### src/rtl/spi_pkg.sv
// Shared definitions for the SPI request arbiter: FSM encoding and default timeout.
package spi_pkg;

    // Arbiter FSM, 3-bit encoding.
    typedef enum logic [2:0] {
        ST_IDLE      = 3'd0,
        ST_START     = 3'd1,
        ST_WAIT_BUSY = 3'd2,
        ST_WAIT_IDLE = 3'd3,
        ST_DONE      = 3'd4,
        ST_GAP       = 3'd5
    } state_t;

    // Cycles allowed for the SPI master to raise busy after a start strobe.
    localparam int TIMEOUT_DEFAULT = 8;

    // Width of a counter that must be able to hold the value max_val.
    function automatic int cnt_width(input int max_val);
        return (max_val < 2) ? 1 : $clog2(max_val + 1);
    endfunction

endpackage

### src/rtl/spi_req_arbiter_if.sv
// Requester and SPI-master side signals of the arbiter.
// Handshake: a requester raises i_req[k] and holds it (with its i_tx_data slice)
// until o_done[k] pulses; o_rx_data/o_err are valid in that o_done cycle.
// Towards the SPI master, o_spi_tx_rx is a one-cycle start strobe and
// i_spi_rx_data is valid once i_spi_busy falls.
interface spi_req_arbiter_if #(
    parameter int N_REQ = 4,
    parameter int DW    = 8
);
    logic [N_REQ-1:0]    i_req;
    logic [N_REQ*DW-1:0] i_tx_data;
    logic [N_REQ-1:0]    o_grant;
    logic [N_REQ-1:0]    o_done;
    logic                o_err;
    logic [DW-1:0]       o_rx_data;
    logic                o_spi_tx_rx;
    logic [DW-1:0]       o_spi_tx_data;
    logic                i_spi_busy;
    logic [DW-1:0]       i_spi_rx_data;
    spi_pkg::state_t     o_dbg_state;

    // Arbiter view.
    modport master (
        input  i_req, i_tx_data, i_spi_busy, i_spi_rx_data,
        output o_grant, o_done, o_err, o_rx_data, o_spi_tx_rx, o_spi_tx_data,
        output o_dbg_state
    );

    // Environment view (requesters plus SPI master).
    modport slave (
        output i_req, i_tx_data, i_spi_busy, i_spi_rx_data,
        input  o_grant, o_done, o_err, o_rx_data, o_spi_tx_rx, o_spi_tx_data,
        input  o_dbg_state
    );
endinterface

### src/rtl/spi_req_arbiter_rr_select.sv
// Combinational round-robin picker: first set request at or after ptr, wrapping.
module rr_select #(
    parameter int N  = 4,
    parameter int IW = (N < 2) ? 1 : $clog2(N)
) (
    input  logic [N-1:0]  req,
    input  logic [IW-1:0] ptr,
    output logic [N-1:0]  grant,
    output logic [IW-1:0] index
);

    int   cand;
    logic found;

    // Scan N positions starting at ptr; the first requester hit wins.
    always_comb begin
        grant = '0;
        index = '0;
        found = 1'b0;
        cand  = 0;
        for (int i = 0; i < N; i++) begin
            cand = int'(ptr) + i;
            if (cand >= N) begin
                cand = cand - N;
            end
            if (!found && req[cand]) begin
                found       = 1'b1;
                grant[cand] = 1'b1;
                index       = IW'(cand);
            end
        end
    end

endmodule

### src/rtl/spi_req_arbiter.sv
// Shares one SPI master between N_REQ requesters with round-robin fairness,
// a busy-rise timeout, and fully registered outputs.
module spi_req_arbiter
    import spi_pkg::*;
#(
    parameter int N_REQ   = 4,
    parameter int DW      = 8,
    parameter int TIMEOUT = TIMEOUT_DEFAULT
) (
    input  logic              i_clk,
    input  logic              i_reset_n,
    spi_req_arbiter_if.master bus
);

    localparam int IW = (N_REQ < 2) ? 1 : $clog2(N_REQ);
    localparam int CW = cnt_width(TIMEOUT);

    state_t             state_q, state_d;
    logic [IW-1:0]      rr_ptr_q, rr_ptr_d;
    logic [IW-1:0]      owner_q, owner_d;
    logic [CW-1:0]      cnt_q, cnt_d;
    logic [CW-1:0]      cnt_inc;
    logic [N_REQ-1:0]   grant_q, grant_d;
    logic [N_REQ-1:0]   done_q, done_d;
    logic               err_q, err_d;
    logic [DW-1:0]      rx_data_q, rx_data_d;
    logic [DW-1:0]      tx_data_q, tx_data_d;
    logic               tx_rx_q, tx_rx_d;

    logic [N_REQ-1:0]   sel_grant;
    logic [IW-1:0]      sel_idx;

    rr_select #(
        .N  (N_REQ),
        .IW (IW)
    ) u_rr_select (
        .req   (bus.i_req),
        .ptr   (rr_ptr_q),
        .grant (sel_grant),
        .index (sel_idx)
    );

    assign cnt_inc = cnt_q + CW'(1);

    // Next-state and next-output logic; every output is computed one cycle
    // ahead so the flops below drive the ports directly.
    always_comb begin
        state_d   = state_q;
        rr_ptr_d  = rr_ptr_q;
        owner_d   = owner_q;
        cnt_d     = cnt_q;
        grant_d   = grant_q;
        done_d    = '0;
        err_d     = 1'b0;
        rx_data_d = rx_data_q;
        tx_data_d = tx_data_q;
        tx_rx_d   = 1'b0;
        case (state_q)
            ST_IDLE: begin
                // A foreign transfer on the bus blocks any new grant.
                if ((|bus.i_req) && !bus.i_spi_busy) begin
                    state_d   = ST_START;
                    grant_d   = sel_grant;
                    owner_d   = sel_idx;
                    tx_data_d = bus.i_tx_data[int'(sel_idx)*DW +: DW];
                    tx_rx_d   = 1'b1;
                end
            end
            ST_START: begin
                state_d = ST_WAIT_BUSY;
                cnt_d   = '0;
            end
            ST_WAIT_BUSY: begin
                cnt_d = cnt_inc;
                if (bus.i_spi_busy) begin
                    state_d = ST_WAIT_IDLE;
                    cnt_d   = '0;
                end else if (cnt_inc == CW'(TIMEOUT)) begin
                    // Master never started: complete with an error and no data.
                    state_d   = ST_DONE;
                    cnt_d     = '0;
                    done_d    = grant_q;
                    err_d     = 1'b1;
                    rx_data_d = '0;
                end
            end
            ST_WAIT_IDLE: begin
                if (!bus.i_spi_busy) begin
                    state_d   = ST_DONE;
                    done_d    = grant_q;
                    rx_data_d = bus.i_spi_rx_data;
                end
            end
            ST_DONE: begin
                state_d  = ST_GAP;
                grant_d  = '0;
                rr_ptr_d = (owner_q == IW'(N_REQ - 1)) ? '0 : owner_q + IW'(1);
            end
            ST_GAP: begin
                state_d = ST_IDLE;
            end
            default: begin
                state_d = ST_IDLE;
                grant_d = '0;
            end
        endcase
    end

    // State and output registers; reset aborts any transfer silently.
    always_ff @(posedge i_clk or negedge i_reset_n) begin
        if (!i_reset_n) begin
            state_q   <= ST_IDLE;
            rr_ptr_q  <= '0;
            owner_q   <= '0;
            cnt_q     <= '0;
            grant_q   <= '0;
            done_q    <= '0;
            err_q     <= 1'b0;
            rx_data_q <= '0;
            tx_data_q <= '0;
            tx_rx_q   <= 1'b0;
        end else begin
            state_q   <= state_d;
            rr_ptr_q  <= rr_ptr_d;
            owner_q   <= owner_d;
            cnt_q     <= cnt_d;
            grant_q   <= grant_d;
            done_q    <= done_d;
            err_q     <= err_d;
            rx_data_q <= rx_data_d;
            tx_data_q <= tx_data_d;
            tx_rx_q   <= tx_rx_d;
        end
    end

    assign bus.o_grant       = grant_q;
    assign bus.o_done        = done_q;
    assign bus.o_err         = err_q;
    assign bus.o_rx_data     = rx_data_q;
    assign bus.o_spi_tx_rx   = tx_rx_q;
    assign bus.o_spi_tx_data = tx_data_q;
    assign bus.o_dbg_state   = state_q;

endmodule

### src/flat_wrapper.sv
// flat-port wrapper written by rule: the top's interface ports become plain ports
module spi_req_arbiter_flat import spi_pkg::*;
#(
    parameter int N_REQ   = 4,
    parameter int DW      = 8,
    parameter int TIMEOUT = TIMEOUT_DEFAULT
)
  (i_clk, i_reset_n, bus_i_req, bus_i_tx_data, bus_i_spi_busy, bus_i_spi_rx_data, bus_o_grant, bus_o_done, bus_o_err, bus_o_rx_data, bus_o_spi_tx_rx, bus_o_spi_tx_data, bus_o_dbg_state);
  spi_req_arbiter_if #(.N_REQ(N_REQ), .DW(DW)) bus_i ();
  input  logic i_clk;
  input  logic i_reset_n;
  input wire logic [$bits(bus_i.i_req)-1:0] bus_i_req;
  input wire logic [$bits(bus_i.i_tx_data)-1:0] bus_i_tx_data;
  input wire logic [$bits(bus_i.i_spi_busy)-1:0] bus_i_spi_busy;
  input wire logic [$bits(bus_i.i_spi_rx_data)-1:0] bus_i_spi_rx_data;
  output wire logic [$bits(bus_i.o_grant)-1:0] bus_o_grant;
  output wire logic [$bits(bus_i.o_done)-1:0] bus_o_done;
  output wire logic [$bits(bus_i.o_err)-1:0] bus_o_err;
  output wire logic [$bits(bus_i.o_rx_data)-1:0] bus_o_rx_data;
  output wire logic [$bits(bus_i.o_spi_tx_rx)-1:0] bus_o_spi_tx_rx;
  output wire logic [$bits(bus_i.o_spi_tx_data)-1:0] bus_o_spi_tx_data;
  output wire logic [$bits(bus_i.o_dbg_state)-1:0] bus_o_dbg_state;
  assign bus_i.i_req = bus_i_req;
  assign bus_i.i_tx_data = bus_i_tx_data;
  assign bus_i.i_spi_busy = bus_i_spi_busy;
  assign bus_i.i_spi_rx_data = bus_i_spi_rx_data;
  assign bus_o_grant = bus_i.o_grant;
  assign bus_o_done = bus_i.o_done;
  assign bus_o_err = bus_i.o_err;
  assign bus_o_rx_data = bus_i.o_rx_data;
  assign bus_o_spi_tx_rx = bus_i.o_spi_tx_rx;
  assign bus_o_spi_tx_data = bus_i.o_spi_tx_data;
  assign bus_o_dbg_state = bus_i.o_dbg_state;
  spi_req_arbiter #(.N_REQ(N_REQ), .DW(DW), .TIMEOUT(TIMEOUT)) u_core (.i_clk(i_clk), .i_reset_n(i_reset_n), .bus(bus_i));
endmodule
### config.mk
export PLATFORM = sky130hd
export DESIGN_NAME = spi_req_arbiter_flat
export DESIGN_NICKNAME = d
export VERILOG_FILES = /design/src/rtl/spi_pkg.sv /design/src/rtl/spi_req_arbiter_if.sv /design/src/rtl/spi_req_arbiter_rr_select.sv /design/src/rtl/spi_req_arbiter.sv /design/src/flat_wrapper.sv
export SDC_FILE = /design/constraint.sdc
export NUM_CORES = 1
export LEC_CHECK = 0
export ABC_CLOCK_PERIOD_IN_PS = 3700
export BUFFER_PORTS_ARGS = -buffer_cell sky130_fd_sc_hd__buf_2
export CAP_MARGIN = 40
export CORE_ASPECT_RATIO = 0.6
export CORE_MARGIN = 4
export CORE_UTILIZATION = 51
export DETAILED_ROUTE_END_ITERATION = 10
export MAX_ROUTING_LAYER = met4
export PLACE_DENSITY = 0.84
export SYNTH_ARGS = -nofsm -noshare
export SYNTH_HDL_FRONTEND = slang
export SYNTH_SLANG_ARGS = --single-unit
### constraint.sdc
create_clock -name i_clk -period 3.7 [get_ports i_clk]
set_clock_uncertainty 0.15 [all_clocks]
set_input_delay 0.74 -clock i_clk [delete_from_list [all_inputs] [get_ports i_clk]]
set_output_delay 0.74 -clock i_clk [all_outputs]
set_load 0.01 [all_outputs]
==> results of run 1 <==
## layout make-up
| class | instances | share of cell area, % |
|---|---|---|
| multi-input combinational | 199 | 45.9 |
| sequential | 37 | 32.1 |
| timing repair buffer | 79 | 14.0 |
| clock buffer | 6 | 2.87 |
| tap | 60 | 2.61 |
| clock inverter | 2 | 1.30 |
| inverter | 9 | 1.17 |
## layout by cell type, fill, tap and decap left out, types with 4 or more instances in the layout
| cell | Yosys | layout |
|---|---|---|
| mux2i_1 | 8 | 8 |
| buf_2 | 5 | 76 |
| o21ai_1 | 3 | 4 |
| dfrtp_1 | 37 | 37 |
| ha_1 | 7 | 7 |
| nand2_1 | 56 | 56 |
| nor2_1 | 17 | 17 |
| a21oi_1 | 7 | 7 |
| inv_1 | 7 | 7 |
| a221o_1 | 5 | 5 |
| mux2_2 | 13 | 13 |
| o211ai_1 | 13 | 13 |
| clkbuf_8 | 0 | 6 |
| o21ai_0 | 21 | 20 |
## final timing paths
path	from	cells past startpoint	endpoint
max in group asynchronous	i_reset_n	1	u_core.cnt_q[1]
worst min-delay path	u_core.bus.o_rx_data[3]	2	u_core.bus.o_rx_data[3]
min in group asynchronous	i_reset_n	1	u_core.bus.o_done[3]
worst min register to register	u_core.bus.o_rx_data[3]	2	u_core.bus.o_rx_data[3]
worst max register to register	u_core.rr_ptr_q[1]	9	u_core.bus.o_spi_tx_data[7]
worst max-delay path	u_core.rr_ptr_q[1]	9	u_core.bus.o_spi_tx_data[7]
## stage by stage
step / cells / setup slack, ns / area [um^2]
6_report: 392 / 0.428 / 2880
5_1_grt: 392 / 0.184 / 2880
3_5_place_dp: 384 / 0.462 / 2760
3_3_place_gp: 383 / 0.597 / 2760
4_1_cts: 392 / 0.452 / 2880
2_1_floorplan: 261 / 0.962 / 2390
## flip-flops by register name, indices dropped and copies added (netlist names)
signal	count
u_core.bus.o_dbg_state	3
u_core.bus.o_done	4
u_core.bus.o_err	1
u_core.bus.o_grant	4
u_core.bus.o_rx_data	8
u_core.bus.o_spi_tx_data	8
u_core.bus.o_spi_tx_rx	1
u_core.cnt_q	4
u_core.owner_q	2
u_core.rr_ptr_q	2
## power by group through the flow
| stage | sequential, uW | combinational [uW] | clock (uW) |
|---|---|---|---|
| finish | 690 | 1190 | 359 |
| global route | 713 | 1330 | 385 |
| CTS | 689 | 1190 | 366 |
| detailed placement | 693 | 1190 | 0 |
| global placement | 688 | 1160 | 0 |
| floorplan | 705 | 862 | 0 |
## worst reg2reg max path, stage by stage, from the launching register on
cell	delay [ns]
dfrtp_1	0.59
inv_1	0.20
ha_1	0.50
mux4_2	0.60
nor2b_1	0.40
buf_4	0.23
o31ai_4	0.08
o22ai_1	0.14
o21ai_1	0.10
o221a_2	0.17
## cell families (layout without fill, tap and decap cells)
family                   Yosys count  count (layout)  share of synthesized area [%]
AND/OR/NAND/NOR                   93              93                           17.1
AO/OA/AOI/OAI                     74              74                           22.2
flip-flops                        37              37                           38.7
buffers and inverters             25              96                           5.91
multiplexers                      24              24                           12.0
adder cells (fa/ha/maj)            7               7                           3.66
XOR/XNOR                           1               1                          0.366
## layer usage
metal | share of wire [%] | GRT usage [%] | vias up
met5 | 0 | - | -
met4 | 0.46 | 5.79 | 0
met3 | 11 | 6.47 | 4
met2 | 39 | 28.5 | 104
met1 | 49 | 31.5 | 993
li1 | - | - | 1081
==> results.md, run 1 <==
* Crit path largest cell delay at 0.60 ns
* CTS root buf: clkbuf_8
* Mean Syn Cell Area at 9.16 um^2
* #FFs+latches synth at 37
* Buf+Inv Stages, Crit Path at 2
* Final Net Count at 385
* Fraction of layout instances using a drive strength above 1 at 33.4%
* Critical path class: reg -> reg
* Final Setup Violations at 0
* Slew @ Worst Pin at 0.845 ns
* Hold Crit Class: reg -> reg
* Status: complete, no violations
* Mapped Area at 2390 um^2
* Main synth FF type: dfrtp_1
* Cells after Synth at 261
* GPL Wtd Cong at 0.966
* CP Launch Type: flop
* Hold slack final at 0.337 ns
* FF/Latch Area at 926 um^2
* Largest net degree at the start of global routing at 38
* Synth top cells by count: nand2_1, dfrtp_1, o21ai_0, nor2_1
* Die Wd at 96.4 um
* Post-cts sizing count at 0
* Via density at 5.57
* Synth warn at 0
* Synth area leaders: dfrtp_1, nand2_1, mux2_2, o21ai_0, o211ai_1
* NetSw at 946 uW
* Register area share after synthesis at 38.7%
* Total power at 2240 uW
* CTS tree: built
* Top cell type's share of synthesized area at 38.7%
* Sink Count at 37
* Final core utilization at 67.0%
* Worst-Skew Late Latency at 0.28 ns
* Initial antenna violation count at 0
* Initial Utilization at 55.6%
* Comb power frac at 53.1%
* Setup TNS at 0 ns
* Mapped Nets at 315
* Die Height at 61.0 um
* Slew headroom at 43.5%
* Total die area at 5880 um^2
* Final wirelength at 5670 um
* First-pass iteration count of the detailed router at 4
* Family with the most delay on the worst path: multiplexers
* Total CTS buffers at 5
* Switch share at 42.2%
* Yosys top cell by area: dfrtp_1
* Critical path's slowest cell: mux4_2
* CTS max path bufs at 2
* Reg power frac at 30.8%
* Port Buf Inserts at 75
* Crit path DAT at 3.29 ns
* Worst EP required at 3.72 ns
* DRC viols at 0
* Multi-input gate area at 1320 um^2
* Setup crit end kind: flop
* RSZ-0062 raised after global routing: false
* Fmax at 306 MHz
* Core ar. at 4300 um^2
* # diodes at 0
* CP cell instances: inv_1, ha_1, mux4_2, nor2b_1, buf_4, o31ai_4, o22ai_1, o21ai_1, o221a_2
* Vias at 2182
* Clk pin slew, worst setup/hold paths at 0.08 ns
* WL/cell at 14.5 um
* Initial DRC count at 178
* Pint at 1290 uW
* Pins Over Slew Limit at 0
* Vias in the first global route at 2053
* Pwr/cell area at 777 nW/um^2
* Clock share of power at 16.0%
* Post-route ant nets at 0
* Synth cell types at 49
* Minimum clock period at 3.27 ns
* Reg2Reg Setup Slack at 0.43 ns
* Max_cap viols at 0
* Async set or reset register ratio after synthesis at 100%
* Most common cell in the netlist: nand2_1
* Hold-fix buffers, CTS at 0
* Max VDD drop at 0.000416 V
* Dpl hpwl at 4380 um
* Worst-path fanout max at 14
* Fill cells at 367
* Final period utilization at 88.4%
* Post-synth EDFFs at 0
* Io pins at 76
* Area grow syn2layout at 20.5%
* Tot GR Track Use at 21.4%
* Row Count at 18
* Final hold vios at 0
* H-Tree Depth at 2
* Setup Fix Bufs, Post-CTS at 0
* Remaining global-route overflow at 0
* Leak at 0.00138 uW
* Global-route wire length before repair at 9480 um
Note: power is estimated with default switching activity, not from simulation.
==> run 2: changes to the inputs <==
--- a/config.mk
+++ b/config.mk
@@ -5,6 +5,7 @@
 export SDC_FILE = /design/constraint.sdc
 export NUM_CORES = 1
 export LEC_CHECK = 0
+export ABC_AREA = 1
 export ABC_CLOCK_PERIOD_IN_PS = 3700
 export BUFFER_PORTS_ARGS = -buffer_cell sky130_fd_sc_hd__buf_2
 export CAP_MARGIN = 40
==> results.md, run 2 <==
* Status: complete, no violations (unchanged)
* Critical path class: reg -> reg (unchanged)
* Max_cap viols at 0 (unchanged)
* Cells after Synth at 325 (was 261)
* Worst-Skew Late Latency at 0.29 ns (was 0.28 ns)
* CTS root buf: clkbuf_8 (unchanged)
* Xor/xnor cell area share of the yosys netlist at 0.365% (was 0.366%)
* Hold Crit Class: reg -> reg (unchanged)
* Synth Area in Simple Gates at 39.3% (was 17.1%)
* Worst-path fanout max at 18 (was 14)
* Die Wd at 96.6 um (was 96.4 um)
* Main synth FF type: dfrtp_1 (unchanged)
* Placed inst area at 2810 um^2 (was 2760 um^2)
* Global-route wire length before repair at 9250 um (was 9480 um)
* Final core utilization at 63.3% (was 67.0%)
* Leak at 0.00165 uW (was 0.00138 uW)
* Yosys top cell by area: dfrtp_1 (unchanged)
* DRC viols at 0 (unchanged)
* R2R depth at 14 (was 9)
* Port Buf Inserts at 75 (unchanged)
* Core ar. at 4560 um^2 (was 4300 um^2)
* Slew headroom at 47.9% (was 43.5%)
* Max VDD drop at 0.000420 V (was 0.000416 V)
* Pwr/cell area at 876 nW/um^2 (was 777 nW/um^2)
* Final std cells w/o fill at 464 (was 392)
* Synth warn at 0 (unchanged)
* CP Launch Type: flop (unchanged)
* Initial antenna violation count at 0 (unchanged)
* #FFs+latches synth at 37 (unchanged)
* CTS tree: built (unchanged)
* Pins Over Slew Limit at 0 (unchanged)
* Setup Fix Bufs, Post-CTS at 0 (unchanged)
* Mux contribution to synthesized area at 0% (was 12.0%)
* Io pins at 76 (unchanged)
* Largest net degree at the start of global routing at 38 (unchanged)
* GPL Wtd Cong at 0.887 (was 0.966)
* WHS Path Cells at 2 (unchanged)
* Most used cell, CP: nand2_1
* WL/cell at 12.0 um (was 14.5 um)
* Mean Syn Cell Area at 7.38 um^2 (was 9.16 um^2)
* RSZ-0062 raised after global routing: false (unchanged)
* Fmax at 362 MHz (was 306 MHz)
* Mapped Area at 2400 um^2 (was 2390 um^2)
* Initial DRC count at 88 (was 178)
* Crit path DAT at 2.80 ns (was 3.29 ns)
* First-pass iteration count of the detailed router at 4 (unchanged)
* Synth top cells by count: nand2_1, inv_1, nand3_1, dfrtp_1, nor2_1 (was nand2_1, dfrtp_1, o21ai_0, nor2_1)
* Critical path's slowest cell: dfrtp_1 (was mux4_2)
* Async set or reset register ratio after synthesis at 100% (unchanged)
* Remaining global-route overflow at 0 (unchanged)
* Total die area at 5900 um^2 (was 5880 um^2)
* Register area share after synthesis at 38.6% (was 38.7%)
* Hold-fix buffers, CTS at 0 (unchanged)
* Synth Area in Adders at 3.65% (was 3.66%)
* Crit path largest cell delay at 0.61 ns (was 0.60 ns)
* Final Setup Violations at 0 (unchanged)
* Area grow syn2layout at 20.3% (was 20.5%)
* Setup TNS at 0 ns (unchanged)
* CP cell instances: inv_8, ha_1, inv_1, nand3_2, nand2_4, inv_2, nor2_8, nand4_4, nand2_4, nand2_1, nand3_1, nand2_1, nand2_1, nand2_1 (was inv_1, ha_1, mux4_2, nor2b_1, buf_4, o31ai_4, o22ai_1, o21ai_1, o221a_2)
* Post-synth EDFFs at 0 (unchanged)
* Post-cts sizing count at 0 (unchanged)
* Vias at 2336 (was 2182)
* H-Tree Depth at 2 (unchanged)
* Dpl hpwl at 4340 um (was 4380 um)
* Tot GR Track Use at 20.9% (was 21.4%)
* CTS max path bufs at 2 (unchanged)
* Synth cell types at 31 (was 49)
* Post-route ant nets at 0 (unchanged)
* Design area at 2890 um^2 (was 2880 um^2)
* Vias in the first global route at 2076 (was 2053)
* Most common cell in the netlist: nand2_1 (unchanged)
* Mapped Nets at 379 (was 315)
* Clk pin slew, worst setup/hold paths at 0.07 ns (was 0.08 ns)
* Synth area leaders: dfrtp_1, nand2_1, nand3_1, inv_1, ha_1 (was dfrtp_1, nand2_1, mux2_2, o21ai_0, o211ai_1)
* Commonest non-fill, non-tap cells in the layout: nand2_1, buf_2, inv_1 (was buf_2, nand2_1, dfrtp_1)
* Die Height at 61.1 um (was 61.0 um)
* Row Count at 19 (was 18)
* Final Net Count at 454 (was 385)
* Via density at 5.03 (was 5.57)
* Setup crit end kind: flop (unchanged)
* Reg2Reg Setup Slack at 0.94 ns (was 0.43 ns)
* Minimum clock period at 2.76 ns (was 3.27 ns)
* Total CTS buffers at 5 (unchanged)
* Slew @ Worst Pin at 0.781 ns (was 0.845 ns)
* Total power at 2530 uW (was 2240 uW)
* Sink Count at 37 (unchanged)
* Fraction of layout instances using a drive strength above 1 at 27.4% (was 33.4%)
* Initial Utilization at 52.6% (was 55.6%)
* Top cell type's share of synthesized area at 38.6% (was 38.7%)
* Final period utilization at 74.6% (was 88.4%)
* Placed Instances at 456 (was 384)
* Worst EP required at 3.74 ns (was 3.72 ns)
* Commonest non-fill, non-tap cell in the layout: nand2_1 (was buf_2)
* Final wirelength at 5560 um (was 5670 um)
* Final hold vios at 0 (unchanged)
* Largest family of logic cells by synthesized area: simple AND/OR/NAND/NOR gates (was compound AO/OA/AOI/OAI gates)
* # diodes at 0 (unchanged)
* Compound-Gate Fraction of Synth Area at 7.98% (was 22.2%)
## run 2: cell type report
| type | instances | area, um^2 |
|---|---|---|
| clock buffers | 6 | 72.6 |
| clock inverters | 2 | 10.0 |
| well taps | 63 | 78.8 |
| fillers | 414 | 1680 |
| inverters | 50 | 195 |
| repair buffers | 75 | 375 |
| flip-flops and latches | 37 | 926 |
| multi-input cells | 231 | 1230 |
## run 2: cell families (layout without fill, tap and decap cells)
family	Yosys count	in the layout
buffers and inverters	57	133
adder cells (fa/ha/maj)	7	7
AND/OR/NAND/NOR	190	190
flip-flops	37	37
AO/OA/AOI/OAI	33	33
XOR/XNOR	1	1
## run 2: layer usage
layer / track usage, % / wire, um / up-vias
li1: - / - / 1187
met1: 29.3 / 2750 / 1050
met2: 29.8 / 2370 / 92
met3: 4.40 / 388 / 7
met4: 7.98 / 55 / 0
met5: - / 0 / -
## run 2: power by group
part | internal (uW) | switching [uW]
clock | 130 | 139
combinational | 551 | 1060
sequential | 545 | 110
total | 1230 | 1300
## run 2: final timing paths
| path | from | endpoint |
|---|---|---|
| max | u_core.rr_ptr_q[0] | u_core.bus.o_spi_tx_data[2] |
| min | u_core.bus.o_spi_tx_data[3] | u_core.bus.o_spi_tx_data[3] |
| max reg2reg | u_core.rr_ptr_q[0] | u_core.bus.o_spi_tx_data[2] |
| min reg2reg | u_core.bus.o_spi_tx_data[3] | u_core.bus.o_spi_tx_data[3] |
| max in group asynchronous | i_reset_n | u_core.bus.o_spi_tx_data[4] |
| min in group asynchronous | i_reset_n | u_core.bus.o_rx_data[1] |
## run 2: metrics by stage
| step | worst slack, ns | hold slack, ns |
|---|---|---|
| floorplan | 1.38 | 0.294 |
| global placement | 1.06 | 0.313 |
| detailed placement | 0.962 | 0.318 |
| CTS | 0.952 | 0.340 |
| global route | 0.706 | 0.361 |
| finish | 0.938 | 0.332 |
## run 2: worst max-delay path: cells and delay by family, from the launching register on
kind	cells	cell delay, ns
and+or+nand+nor	10	1.20
DFF	1	0.61
adders and majority gates	1	0.39
buffers and inverters	3	0.29
